<file path="src/rtl/spi_cmd_pkg.sv">
// Shared encodings for the SPI command sequencer: FSM states, header layout
// and the idle MISO byte.
package spi_cmd_pkg;

    typedef enum logic [2:0] {
        IDLE  = 3'd0,
        HDR   = 3'd1,
        WDATA = 3'd2,
        RREQ  = 3'd3,
        RDATA = 3'd4,
        DRAIN = 3'd5
    } state_t;

    localparam int         RW_BIT       = 7;
    localparam logic [7:0] TX_IDLE_BYTE = 8'h00;

    function automatic int bytes_per_word(input int data_w);
        return data_w / 8;
    endfunction

endpackage

</file>
<file path="src/rtl/spi_word_buf.sv">
// Byte<->word shift buffer for the SPI command sequencer: parallel load,
// MSB-first byte shift in/out, and a byte counter with empty/last flags.
module spi_word_buf #(
    parameter int DATA_W = 16
) (
    input  logic              sys_clk,
    input  logic              rst_n,
    input  logic              clr,
    input  logic              load,
    input  logic              shift_in,
    input  logic              shift_out,
    input  logic [DATA_W-1:0] din,
    input  logic [7:0]        byte_in,
    output logic [DATA_W-1:0] shifted,
    output logic [7:0]        next_byte,
    output logic              empty,
    output logic              last
);
    localparam int               BPW      = DATA_W / 8;
    localparam int               CNT_W    = (BPW > 1) ? $clog2(BPW) : 1;
    localparam logic [CNT_W-1:0] LAST_CNT = CNT_W'(BPW - 1);

    logic [DATA_W-1:0] word;
    logic [DATA_W-1:0] word_shl;
    logic [CNT_W-1:0]  cnt;

    assign word_shl  = word << 8;
    assign shifted   = word_shl | DATA_W'(byte_in);
    assign next_byte = word_shl[DATA_W-1 -: 8];
    assign empty     = (cnt == '0);
    assign last      = (cnt == LAST_CNT);

    // The owner clears the counter on the last byte, so it never wraps here.
    always_ff @(posedge sys_clk or negedge rst_n) begin
        if (!rst_n) begin
            word <= '0;
            cnt  <= '0;
        end else if (clr) begin
            word <= '0;
            cnt  <= '0;
        end else if (load) begin
            word <= din;
            cnt  <= '0;
        end else if (shift_in) begin
            word <= shifted;
            cnt  <= cnt + 1'b1;
        end else if (shift_out) begin
            word <= word_shl;
            cnt  <= cnt + 1'b1;
        end
    end

endmodule

</file>
<file path="src/rtl/spi_cmd_sequencer.sv">
// Frame-level SPI command decoder driving the register bank strobes.
// Build option: SPI_CMD_AUTOINC_EN enables burst access with wrapping address.
module spi_cmd_sequencer
    import spi_cmd_pkg::*;
#(
    parameter int ADDR_W   = 3,
    parameter int NUM_REGS = 4,
    parameter int DATA_W   = 16
) (
    input  logic              sys_clk,
    input  logic              rst_n,
    input  logic              ss_act,
    input  logic              rx_valid,
    input  logic [7:0]        rx_byte,
    output logic              tx_load,
    output logic [7:0]        tx_byte,
    output logic [ADDR_W-1:0] reg_addr,
    output logic [DATA_W-1:0] reg_wdata,
    output logic              reg_we,
    output logic              reg_re,
    input  logic [DATA_W-1:0] reg_rdata,
    output logic              frame_err,
    output logic              busy
);
`ifdef SPI_CMD_AUTOINC_EN
    localparam bit AUTOINC = 1'b1;
`else
    localparam bit AUTOINC = 1'b0;
`endif
    localparam int                BYTES_PER_WORD = bytes_per_word(DATA_W);
    localparam logic [7:0]        NUM_REGS_B     = 8'(NUM_REGS);
    localparam logic [ADDR_W-1:0] LAST_ADDR      = ADDR_W'(NUM_REGS - 1);

    state_t            state_q, state_d;
    logic              ss_prev;
    logic              word_done_q, word_done_d;
    logic              tx_load_d, reg_we_d, reg_re_d, frame_err_d;
    logic [7:0]        tx_byte_d;
    logic [ADDR_W-1:0] reg_addr_d, addr_inc;
    logic [DATA_W-1:0] reg_wdata_d;
    logic              buf_clr, buf_load, buf_shift_in, buf_shift_out;
    logic [DATA_W-1:0] buf_shifted;
    logic [7:0]        buf_next_byte;
    logic              buf_empty, buf_last;
    logic              hdr_ok, in_word;

    spi_word_buf #(
        .DATA_W (DATA_W)
    ) u_word_buf (
        .sys_clk   (sys_clk),
        .rst_n     (rst_n),
        .clr       (buf_clr),
        .load      (buf_load),
        .shift_in  (buf_shift_in),
        .shift_out (buf_shift_out),
        .din       (reg_rdata),
        .byte_in   (rx_byte),
        .shifted   (buf_shifted),
        .next_byte (buf_next_byte),
        .empty     (buf_empty),
        .last      (buf_last)
    );

    // Any set bit above ADDR_W makes the address >= NUM_REGS, so one compare covers both rules.
    assign hdr_ok   = ({1'b0, rx_byte[6:0]} < NUM_REGS_B);
    assign addr_inc = (reg_addr == LAST_ADDR) ? '0 : reg_addr + 1'b1;
    assign in_word  = (state_q == WDATA) || (state_q == RREQ) || (state_q == RDATA);
    assign busy     = (state_q != IDLE);

    always_comb begin
        state_d       = state_q;
        word_done_d   = word_done_q;
        tx_load_d     = 1'b0;
        tx_byte_d     = tx_byte;
        reg_addr_d    = reg_addr;
        reg_wdata_d   = reg_wdata;
        reg_we_d      = 1'b0;
        reg_re_d      = 1'b0;
        frame_err_d   = 1'b0;
        buf_clr       = 1'b0;
        buf_load      = 1'b0;
        buf_shift_in  = 1'b0;
        buf_shift_out = 1'b0;

        // Burst writes step the address once the write strobe has been seen.
        if (AUTOINC && reg_we) begin
            reg_addr_d = addr_inc;
        end

        if (state_q != IDLE && !ss_act) begin
            state_d     = IDLE;
            tx_byte_d   = TX_IDLE_BYTE;
            buf_clr     = 1'b1;
            word_done_d = 1'b0;
            frame_err_d = in_word && !(word_done_q && buf_empty);
        end else begin
            case (state_q)
                IDLE: begin
                    if (ss_act && !ss_prev) begin
                        state_d     = HDR;
                        tx_byte_d   = TX_IDLE_BYTE;
                        buf_clr     = 1'b1;
                        word_done_d = 1'b0;
                    end
                end
                HDR: begin
                    if (rx_valid) begin
                        if (!hdr_ok) begin
                            frame_err_d = 1'b1;
                            state_d     = DRAIN;
                        end else begin
                            reg_addr_d = rx_byte[ADDR_W-1:0];
                            if (rx_byte[RW_BIT]) begin
                                state_d  = RREQ;
                                reg_re_d = 1'b1;
                            end else begin
                                state_d = WDATA;
                            end
                        end
                    end
                end
                WDATA: begin
                    if (rx_valid) begin
                        if (buf_last) begin
                            reg_we_d    = 1'b1;
                            reg_wdata_d = buf_shifted;
                            buf_clr     = 1'b1;
                            word_done_d = 1'b1;
                            state_d     = AUTOINC ? WDATA : DRAIN;
                        end else begin
                            buf_shift_in = 1'b1;
                        end
                    end
                end
                RREQ: begin
                    buf_load  = 1'b1;
                    tx_load_d = 1'b1;
                    tx_byte_d = reg_rdata[DATA_W-1 -: 8];
                    state_d   = RDATA;
                end
                RDATA: begin
                    if (rx_valid) begin
                        tx_load_d = 1'b1;
                        if (buf_last) begin
                            tx_byte_d   = TX_IDLE_BYTE;
                            buf_clr     = 1'b1;
                            word_done_d = 1'b1;
                            if (AUTOINC) begin
                                state_d    = RREQ;
                                reg_re_d   = 1'b1;
                                reg_addr_d = addr_inc;
                            end else begin
                                state_d = DRAIN;
                            end
                        end else begin
                            buf_shift_out = 1'b1;
                            tx_byte_d     = buf_next_byte;
                        end
                    end
                end
                DRAIN: begin
                    tx_byte_d = TX_IDLE_BYTE;
                end
                default: begin
                    state_d = IDLE;
                end
            endcase
        end
    end

    always_ff @(posedge sys_clk or negedge rst_n) begin
        if (!rst_n) begin
            state_q     <= IDLE;
            ss_prev     <= 1'b0;
            word_done_q <= 1'b0;
            tx_load     <= 1'b0;
            tx_byte     <= TX_IDLE_BYTE;
            reg_addr    <= '0;
            reg_wdata   <= '0;
            reg_we      <= 1'b0;
            reg_re      <= 1'b0;
            frame_err   <= 1'b0;
        end else begin
            state_q     <= state_d;
            ss_prev     <= ss_act;
            word_done_q <= word_done_d;
            tx_load     <= tx_load_d;
            tx_byte     <= tx_byte_d;
            reg_addr    <= reg_addr_d;
            reg_wdata   <= reg_wdata_d;
            reg_we      <= reg_we_d;
            reg_re      <= reg_re_d;
            frame_err   <= frame_err_d;
        end
    end

endmodule

</file>
<file path="config.mk">
export PLATFORM = sky130hd
export DESIGN_NAME = spi_cmd_sequencer
export DESIGN_NICKNAME = d
export VERILOG_FILES = /design/src/rtl/spi_cmd_pkg.sv /design/src/rtl/spi_word_buf.sv /design/src/rtl/spi_cmd_sequencer.sv
export SDC_FILE = /design/constraint.sdc
export NUM_CORES = 1
export LEC_CHECK = 0
export ABC_AREA = 0
export CAP_MARGIN = 20
export CORE_UTILIZATION = 43
export DETAILED_ROUTE_END_ITERATION = 10
export PLACE_DENSITY_LB_ADDON = 0.05
export SLEW_MARGIN = 0
export SYNTH_ARGS = -nofsm -noshare
export SYNTH_HDL_FRONTEND = slang
export SYNTH_SLANG_ARGS = --single-unit
</file>
<file path="constraint.sdc">
create_clock -name sys_clk -period 1.6 [get_ports sys_clk]
set_input_delay 0.32 -clock sys_clk [delete_from_list [all_inputs] [get_ports sys_clk]]
set_output_delay 0.32 -clock sys_clk [all_outputs]
set_load 0.01 [all_outputs]
</file>
---- Yosys cells after proc, flatten, opt, wreduce, memory -nomap -nowiden ----
Cells that the tools add are included.
cells by class
  $add $sub $neg .......................... 1
  order comparisons ....................... 1
  equal/unequal tests ..................... 11
  mux-type cells .......................... 53
  bitwise logic cells ..................... 3
  reduce and logical (&&, ||, !) cells .... 20
operator list
  cell                count
  $mux 8              8
  $mux 1              34
  $pmux 8 s4          1
  $mux 3              6
  $or 16x8->16        1
  $pmux 3 s5          1
  $reduce_and 4->1    3
  $lt 7x3->1 const B  1
  $eq 3x2->1 const B  2
  $eq 3x3->1 const B  2
  $ne 3x1->1 const B  2
  $ne 3x3->1 const B  2
  $pmux 1 s2          3
  $reduce_bool 3->1   2
  $reduce_and 5->1    1
  $reduce_bool 5->1   1
  $logic_and 1x1->1   4
  $reduce_bool 4->1   1
  $eq 3x1->1 const B  1
  $logic_not 1->1     3
  $logic_not 3->1     1
  $ne 3x2->1 const B  1
  $reduce_and 3->1    1
  $logic_or 1x1->1    2
  other kinds (4)     5
word-level totals
  register bits after elaboration ......... 45
  input port bits ......................... 28
  output and inout port bits .............. 32
  logic and storage cells ................. 101

---- Depth between registers and ports, before layout ----
  depth after elaboration ................. 8
  depth in mapped cells ................... 6
  depth with buffers taken out ............ 4

---- By module ----
A second synthesis with hierarchy kept.
unflattened totals
  cells, all modules ...................... 198
  area total of the unflattened synthesis .. 2,353.5 um^2
by module, submodules not included
  module             times used  cells an instance  area each (um^2)  sequential area each (um^2)
  spi_cmd_sequencer  1           149                1,776.7           900.9
  spi_word_buf       1           49                 576.8             225.2

---- Worst setup path before layout ----
Ideal clock, no wire load.
  path type ............................... flip-flop to flip-flop
  from .................................... register state_q[2]
  to ...................................... register reg_wdata[7]
  setup time .............................. 0.125 ns
  arrival time ............................ 1.535 ns
  required time ........................... 1.475 ns
  path slack .............................. -0.059 ns
  stages on the path, launching flop included .. 5
  buffers on the path ..................... 2
  period minus slack after synthesis ...... 1.659 ns
  cell sequence ........................... dfrtp_1 > clkbuf_8 > nor4_4 > buf_6 > mux2_2
on the way
  word-level cells in the longest chain between the ends .. 4
  elaborated cells between the ends (all ways) .. 5
  classes of those cells .................. 1 x eq/ne; 1 x bitwise; 3 x reduce/logical
RTL lines
  item                                 RTL line                  RTL
  start, declared                      spi_cmd_sequencer.sv:34   state_t state_q, state_d;
  start signal, assigned               spi_cmd_sequencer.sv:184  state_q <= state_d;
  $reduce_bool 3->1                    spi_cmd_sequencer.sv:90   if (state_q != IDLE && !ss_act) begin
  $logic_and 1x1->1                    spi_cmd_sequencer.sv:90
  $not 1->1 (no source line)           -
  $reduce_and 4->1 (no source line) *  -
  end signal, assigned                 spi_cmd_sequencer.sv:190  reg_wdata <= reg_wdata_d;
  end, declared                        spi_cmd_sequencer.sv:18   output logic [DATA_W-1:0] reg_wdata,
Mark *: on every way between the ends. The rest lies on a longest branch, timed or not.
A chain may end at the register's enable or synchronous reset.

---- Final worst setup path ----
  from .................................... register state_q[1]
  to ...................................... register tx_byte[6]
on the way
  word-level cells in the longest chain between the ends .. 4
  elaborated cells between the ends (all ways) .. 12
  classes of those cells .................. 5 x eq/ne; 2 x mux; 5 x reduce/logical
RTL lines
  item                                                 RTL line                  RTL
  $reduce_bool 3->1                                    spi_cmd_sequencer.sv:90
  $logic_and 1x1->1                                    spi_cmd_sequencer.sv:90
  $ne 3x3->1 (no source line) (tied with other cells)  -
  $reduce_and 3->1 (no source line)                    -
  end signal, assigned                                 spi_cmd_sequencer.sv:188  tx_byte <= tx_byte_d;
  end, declared                                        spi_cmd_sequencer.sv:16   output logic [7:0] tx_byte,
Parallel ways exist; a longest one is shown, timed or not.

==> run metrics <==
DRT iter0 DRCs 135; Startpoint Class flip-flop; CP max FO 8; routed vias/inst 5.29; max capacitance violation total 0; ant diodes 0; # IOs 60; status finished with violations; Net Sw Power 1.08 mW; Pleak 1.46 nW; Vias 1825; Syn Nets 210; most used flip-flop cell after synthesis dfrtp_1; First-pass DRT Iterations 4; met1 Usage GRT 0.292; Rows 25; failing checks negative setup slack; Synth cell types 40; pre-CTS WS -414 ps; Final Max Tran Viols 0; initial antenna violation count 0; Clock Skew 6.90 ps; NumNets Final 305; R2R depth 5; # DRC 0; final setup vio count 22; sequential fraction of the synthesis area 0.528; worst setup margin -89.7 ps; synth warn 0; CTS Buffer Depth 2; arrival time worst endpoint 1880 ps; CP endpoint kind flip-flop; Root Driver clkbuf_8; Reg2Reg Capture Point tx_byte[6]; max frequency 0.592 GHz; Commonest cells post-synth dfrtp_1 (45), mux2_2 (25), a22oi_1 (16), nor2_1 (15), inv_1 (13); final wirelength 5690 microns; worst min-delay path class input port to asynchronous set/reset pin; TritonCTS Buffers 5; GRT busiest layer met2; mean cell area of the mapped netlist 11.7 sq um; Critical Path Start state_q[1]; Crit path required time 1790 ps; Die W 72.4 microns; Worst-Margin Slew 453 ps; Final Hold Slack 491 ps; CTS tree yes; vias in the first global route 1830; pwr dens 978 nW/um^2; WL per Instance 16.5 microns; RSZ-0062 raised after global routing true; I/O Buffers 59; crit path kind flip-flop to flip-flop; share of post-route cells with drive strength above 1 0.345; Seq pwr share 0.392; Detailed Place HPWL 4080 microns; top-area cell type share of the netlist area 0.528; most area-hungry cell type in the Yosys netlist dfrtp_1; clock share of power 0.224; area of the mapped netlist 2130 sq um; worst r2r src state_q[1]; GR Layer Usage met3 0.0556; Max VDD drop 0.000563 V; area grow syn2layout 54.9%; number of synthesized register bits 45; die area 5240 sq um; GR Util met2 0.363; first-pass GRT wire length 9010 microns; Placer Congestion 0.896; Hold Vio Cnt, Final 0; cell internal pwr 2.15 mW; combinational power share 0.384; Rel. slew slack 0.698; clock-pin slew on the worst setup and hold paths 90 ps; # H-tree levels 2; worst-skew pair later-pin latency 300 ps; Total Routing Usage GR 0.227; switch share 0.336; EDFF count, synth 0; crit path time final 1690 ps; Final ANT Viol Nets 0; initial core utilization 0.448; clock sink total 45; largest net degree at the start of global routing 29; ys async rst share 1.00; most common cell in the synthesized netlist dfrtp_1; Core Area 4750 sq um; fin crit share 1.06; total congestion overflow 0; Cells after Synth 182; Layout Utilization 0.695; die height 72.4 microns; top post-synthesis cells by area dfrtp_1 (53%), mux2_2 (13%), a22oi_1 (5.6%); R2R Setup Slk -90 ps
==> how the worst max path moves through the flow <==
stage	to	slack [ps]
after global routing	tx_byte[5]	-150
after floorplan	reg_wdata[7]	-60
after CTS	tx_byte[6]	-90
after global placement	tx_byte[5]	-380
final	tx_byte[6]	-90
after detailed placement	tx_byte[6]	-410
==> critical path, stage by stage, from the launching register on <==
cell      delay, ps
dfrtp_1         410
buf_6           150
o21bai_4        170
a221oi_4        310
o22ai_4         200
mux2_4          340
==> repair_timing <==
| action | CTS | global route |
|---|---|---|
| hold endpoints to repair | 17 | 0 |
| gates resized for setup | 34 | 13 |
| buffers inserted | 1 | 3 |
| hold buffers | 1 | 0 |
| pin swaps | 5 | 6 |
| gates cloned | 1 | 0 |
| setup endpoints to repair | 35 | 38 |
==> flip-flops by register name (all words and copies together), names as in the netlist, 3 cells and up <==
register,flops
reg_wdata,16
tx_byte,8
reg_addr,3
u_word_buf.word,8
state_q,3
==> power by group through the flow <==
stage	clock network, mW	logic, mW	registers (mW)
floorplan	0	0.595	1.28
detailed placement	0	1.02	1.28
global route	0.790	1.32	1.28
CTS	0.741	1.13	1.26
finish	0.723	1.24	1.27
global placement	0	1.00	1.28
==> metrics by stage <==
stage,area (sq um),power (mW),setup TNS (ps),std cells
6_report,3300,3.23,-772,345
5_1_grt,3300,3.39,-2330,345
3_5_place_dp,3020,2.30,-14580,332
3_3_place_gp,3020,2.28,-13550,332
4_1_cts,3240,3.13,-1030,343
2_1_floorplan,2150,1.88,-738,182
==> cell type report <==
cell class / instances / area, sq um
Inverter: 13 / 48.8
Clock buffer: 5 / 68.8
Timing Repair Buffer: 96 / 915
Tap cell: 67 / 83.8
Multi-Input combinational cell: 116 / 1040
Fill cell: 364 / 1450
Sequential cell: 45 / 1130
Clock inverter: 3 / 21.3
==> cells in the final DEF (no fill, tap or decap), drive strengths merged, types with 2 or more instances in the layout <==
| cell type | n |
|---|---|
| a21oi | 9 |
| a22oi | 16 |
| and2 | 4 |
| and3b | 2 |
| buf | 38 |
| clkbuf | 5 |
| clkdlybuf4s50 | 55 |
| dfrtp | 45 |
| dlygate4sd2 | 2 |
| inv | 14 |
| mux2 | 26 |
| nand2 | 5 |
| nand4 | 3 |
| nor2 | 15 |
| nor2b | 2 |
| nor3 | 2 |
| nor4 | 2 |
| o21ai | 12 |
| or3 | 2 |
==> kinds of logic (layout without fill, tap and decap cells) <==
logic type | count (synthesis) | in the layout | share of synthesized area
buf+inv | 22 | 117 | 0.0522
xor+xnor | 1 | 1 | 0.00411
compound gates | 47 | 47 | 0.164
flops | 45 | 45 | 0.528
mux | 26 | 26 | 0.137
simple gates | 41 | 42 | 0.114
==> layer usage <==
metal / wire [microns] / share of wire
met1: 2430 / 0.43
met2: 2780 / 0.49
met3: 342 / 0.060
met4: 138 / 0.024
met5: 0 / 0
Power figures use the tool's default switching activity.
